--- src/rtl/spram_fifo_ctrl.sv ---
// spram_fifo_ctrl
//   Turns a 2^AW x DW single-port RAM with registered read data into a
//   valid/ready FIFO. Producer writes and consumer reads share the one RAM
//   port through a round-robin arbiter, so at most one RAM operation is
//   issued per cycle. The word presented to the consumer lives in the RAM's
//   own output register; rd_valid tracks whether that register holds an
//   unconsumed word.
//
// Ports
//   clk, rst_n          clock; synchronous active-low reset
//   wr_valid/wr_data    producer stream in
//   wr_ready            producer word accepted this cycle (combinational)
//   rd_valid/rd_data    consumer stream out (rd_data is the RAM data_out)
//   rd_ready            consumer takes the word
//   level               words held in RAM, not counting the output word
//   full, empty         level == depth; nothing stored and nothing presented
//   ram_en, ram_wr_en, ram_address, ram_data_in   RAM port drive
//   ram_data_out        RAM registered read data
module spram_fifo_ctrl #(
  parameter int DW = 8,
  parameter int AW = 4
) (
  input  logic          clk,
  input  logic          rst_n,
  input  logic          wr_valid,
  input  logic [DW-1:0] wr_data,
  output logic          wr_ready,
  output logic          rd_valid,
  output logic [DW-1:0] rd_data,
  input  logic          rd_ready,
  output logic [AW:0]   level,
  output logic          full,
  output logic          empty,
  output logic          ram_en,
  output logic          ram_wr_en,
  output logic [AW-1:0] ram_address,
  output logic [DW-1:0] ram_data_in,
  input  logic [DW-1:0] ram_data_out
);

  localparam logic [AW:0] LEVEL_FULL = {1'b1, {AW{1'b0}}};

  logic [AW-1:0] wr_ptr_q, wr_ptr_d;
  logic [AW-1:0] rd_ptr_q, rd_ptr_d;
  logic [AW:0]   level_q, level_d;
  logic          rd_valid_q, rd_valid_d;
  logic          last_grant_q, last_grant_d;  // 1 = last grant was a write

  logic wr_req, rd_req, grant_wr, grant_rd;

  assign rd_data = ram_data_out;

  always_comb begin
    full  = (level_q == LEVEL_FULL);
    empty = (level_q == '0) && !rd_valid_q;

    wr_req = wr_valid && !full;
    // A read may be issued only when the output register is free or is
    // being emptied this cycle, so the presented word is never overwritten.
    rd_req = (level_q != '0) && (!rd_valid_q || rd_ready);

    // Under contention the side that did not win last time gets the port.
    grant_wr = rst_n && wr_req && (!rd_req || !last_grant_q);
    grant_rd = rst_n && rd_req && (!wr_req || last_grant_q);

    wr_ready    = grant_wr;
    ram_en      = grant_wr || grant_rd;
    ram_wr_en   = grant_wr;
    ram_address = '0;
    ram_data_in = '0;
    if (grant_wr) begin
      ram_address = wr_ptr_q;
      ram_data_in = wr_data;
    end else if (grant_rd) begin
      ram_address = rd_ptr_q;
    end

    wr_ptr_d     = wr_ptr_q;
    rd_ptr_d     = rd_ptr_q;
    level_d      = level_q;
    rd_valid_d   = rd_valid_q;
    last_grant_d = last_grant_q;

    if (grant_wr) begin
      wr_ptr_d     = wr_ptr_q + 1'b1;
      level_d      = level_q + 1'b1;
      last_grant_d = 1'b1;
    end else if (grant_rd) begin
      rd_ptr_d     = rd_ptr_q + 1'b1;
      level_d      = level_q - 1'b1;
      last_grant_d = 1'b0;
    end

    if (grant_rd) begin
      rd_valid_d = 1'b1;
    end else if (rd_ready) begin
      rd_valid_d = 1'b0;
    end

    level    = level_q;
    rd_valid = rd_valid_q;
  end

  always_ff @(posedge clk) begin
    if (!rst_n) begin
      wr_ptr_q     <= '0;
      rd_ptr_q     <= '0;
      level_q      <= '0;
      rd_valid_q   <= 1'b0;
      last_grant_q <= 1'b0;
    end else begin
      wr_ptr_q     <= wr_ptr_d;
      rd_ptr_q     <= rd_ptr_d;
      level_q      <= level_d;
      rd_valid_q   <= rd_valid_d;
      last_grant_q <= last_grant_d;
    end
  end

endmodule
--- config.mk ---
export PLATFORM = sky130hd
export DESIGN_NAME = spram_fifo_ctrl
export DESIGN_NICKNAME = d
export VERILOG_FILES = /design/src/rtl/spram_fifo_ctrl.sv
export SDC_FILE = /design/constraint.sdc
export NUM_CORES = 1
export LEC_CHECK = 0
export CORE_UTILIZATION = 40
export CTS_CLUSTER_DIAMETER = 100
export CTS_CLUSTER_SIZE = 8
export DETAILED_ROUTE_END_ITERATION = 8
export GPL_ROUTABILITY_DRIVEN = 0
export PLACE_DENSITY = 0.79
export SLEW_MARGIN = 15
export SYNTH_ARGS = -nofsm -noshare
export SYNTH_HDL_FRONTEND = slang
export SYNTH_SLANG_ARGS = --single-unit
--- constraint.sdc ---
create_clock -name clk -period 2.86 [get_ports clk]
set_clock_uncertainty 0.1 [all_clocks]
set_input_delay 0.429 -clock clk [delete_from_list [all_inputs] [get_ports clk]]
set_output_delay 0.429 -clock clk [all_outputs]
set_load 0.02 [all_outputs]
==> out/results.txt <==
status -> completed
Req. time, crit path -> 2330 ps
Synth area leader -> dfxtp_1
wire length of the first global-routing pass -> 3730 um
DRT Pass-1 Iters -> 2
post-route setup TNS -> 0 ps
fmax -> 369 MHz
placeable core area -> 0.00245 mm^2
crit path capture type -> primary output
R2R setup slack -> 190 ps
vias per cell -> 5.12
fin cells -> 175
Num CTS Buffers -> 3
Critical Path AT -> 2180 ps
total congestion overflow -> 0
CP Max Fanout -> 13
antenna violations before repair -> 0
wirelength, routed -> 2280 um
CTS Buffer Depth -> 2
CTS clock-pin slew for the worst setup and hold paths -> 90 ps
Max-slew headroom -> 82.8%
M1 wire length -> 1010 um
syn_nets -> 141
port bufs -> 34
FF-to-FF path depth -> 10
startpoint types -> flip-flop
DR WL met3 -> 153 um
unrepaired setup endpoints after global routing -> no
Cells after DPL -> 171
crit share post-route -> 94.7%
# Max-Cap Violations -> 0
synth top area cells -> dfxtp_1 (29%), buf_4 (6.5%), ha_1 (6.0%), mux2i_1 (5.8%), and3_1 (5.4%)
Final Net Count -> 172
clk sinks -> 15
TritonCTS clock tree -> done
fraction of the yosys area taken by sequential cells -> 28.9%
Unique masters post-synth -> 37
FF+latch area -> 300 um^2
post-synth top area share -> 28.9%
Tightest Hold Check Type -> reg -> reg
post-CTS setup buffers -> 0
H-tree depth -> 1
Period minus WS final -> 2710 ps
power per standard cell area -> 900 mW/mm^2
ANT cells -> 0
slew of the pin with the lowest slew margin -> 256 ps
Worst VDD drop -> 0.000690 V
layout cells sized above 1 -> 13.1%
Area Growth Syn to Fin -> 34.0%
R2R Path Start -> level[1]$_SDFFE_PN0P_
DRT antenna net count -> 0
Clock Latency Late Sink -> 270 ps
HP Start -> rd_ptr_q[3]$_SDFFE_PN0P_
1st-iter DRT viols -> 7
Post-Syn Area -> 0.00104 mm^2
Post-Syn Instances -> 115
most frequent cells in the layout -> clkdlybuf4s50_1 (20), dfxtp_1 (15), dlygate4sd2_1 (12), nand2_1 (10), and3_1 (9)
R2R Path End -> level[4]$_SDFFE_PN0P_
Util after Layout -> 56.7%
clk root buf -> clkbuf_4
GRT Resource Usage Total -> 18.0%
I/O pin cnt -> 51
Setup violations, final -> 0
drt wl/cell -> 13.0 um
mean area per synthesized cell -> 9.03 um^2
largest net degree at the start of global routing -> 17
Hold WS -> 367 ps
commonest non-fill, non-tap cell in the layout -> clkdlybuf4s50_1
#FFs+latches synth -> 15
vias in the first global route -> 845
Ys Warns -> 0
Die ar. -> 0.00280 mm^2
hold path depth -> 1
initial core utilization -> 42.3%
post-DP HPWL -> 1790 um
Pwr Total -> 1.25 mW
Fillers -> 238
P_leak -> 0.719 nW
Slew Limit Fails -> 0
multi-input logic area -> 622 um^2
row count -> 18
vias post-DR -> 896
Final Hold Vio Count -> 0
Worst Hold Path EP -> rd_ptr_q[3]$_SDFFE_PN0P_
Max Used Layer -> met4
WL met2 -> 1090 um
DRC -> 0
critical path class -> reg -> out
Die Wd -> 53.0 um
Die H -> 53.0 um
==> synthesized netlist by cell type <==
cell      instances
dfxtp_1          15
nand2_1          10
and3_1            9
buf_4             9
inv_1             6
mux2i_1           6
and2_1            5
ha_1              5
a22o_1            4
xnor2_1           4
a21o_1            3
a21oi_1           3
clkbuf_1          3
nor2b_1           3
o21ai_0           3
buf_2             2
nand2b_1          2
nor2_1            2
nor3_1            2
xor2_1            2
a211oi_1          1
a21boi_0          1
a21oi_2           1
a31oi_4           1
and2_4            1
and3b_1           1
buf_8             1
fa_1              1
nand3_1           1
nand3_2           1
nand4_1           1
nand4_4           1
nor4_1            1
o211a_1           1
o21a_1            1
o221ai_2          1
or4_4             1
==> kinds of logic after synthesis <==
logic type	Yosys count	synth area share [%]
mux	6	5.78
compound gates	20	15.9
buf+inv	21	12.2
fa+ha+maj	6	7.95
flops	15	28.9
xor+xnor	6	5.06
simple gates	41	24.2
==> worst max-delay path by stage <==
stage                          startpoint                    end
finish              level[0]$_SDFFE_PN0P_                 ram_en
global route        level[0]$_SDFFE_PN0P_                 ram_en
CTS                 level[1]$_SDFFE_PN0P_               wr_ready
detailed placement               rd_ready  level[4]$_SDFFE_PN0P_
global placement                 rd_ready  level[4]$_SDFFE_PN0P_
floorplan           level[0]$_SDFFE_PN0P_  level[4]$_SDFFE_PN0P_
==> sequential cells by signal (all words and copies together), names as in the netlist <==
name	flops
last_grant_q	1
wr_ptr_q	4
rd_valid	1
rd_ptr_q	4
level	5
==> where the power goes <==
group	total [mW]	leakage, nW	switching, mW	internal (mW)
sequential	0.343	0.123	0.0748	0.269
combinational	0.792	0.581	0.407	0.385
clock	0.117	0.0150	0.0634	0.0540
==> final cells by class <==
cell class / count / share of cell area [%]
Timing Repair Buffer: 41 / 27.5
Clock buffer: 4 / 1.89
Tap cell: 30 / 2.70
Multi-Input combinational cell: 79 / 44.7
Inverter: 6 / 1.62
Sequential cell: 15 / 21.6
==> worst max-delay path: stages (launching register included) <==
cell and delay (ps):
dfxtp_1 310, buf_4 150, nor4_2 310, nand2_1 120
buf_4 200, o221ai_2 220, inv_1 70, clkdlybuf4s50_1 540
==> through the flow <==
stage	cell area (um^2)	setup slack [ps]
after floorplan	1040	139
after global placement	1370	73.0
after detailed placement	1370	-2.00
after CTS	1380	21.2
after global routing	1390	11.4
final	1390	150
==> per-layer routing <==
metal	vias to the layer above	GRT usage [%]
li1	452	-
met5	-	0
met2	28	31.2
met1	410	22.0
met4	0	6.14
met3	6	3.16
==> timing repair <==
item | in CTS | in global routing
endpoints found under the hold margin | 0 | 0
pin swaps | 0 | 0
endpoints found under the setup margin | 12 | 4
gates cloned | 0 | 0
resized for setup | 12 | 4
hold buffers | 0 | 0
No activity file was read; power rests on OpenSTA's default activity.
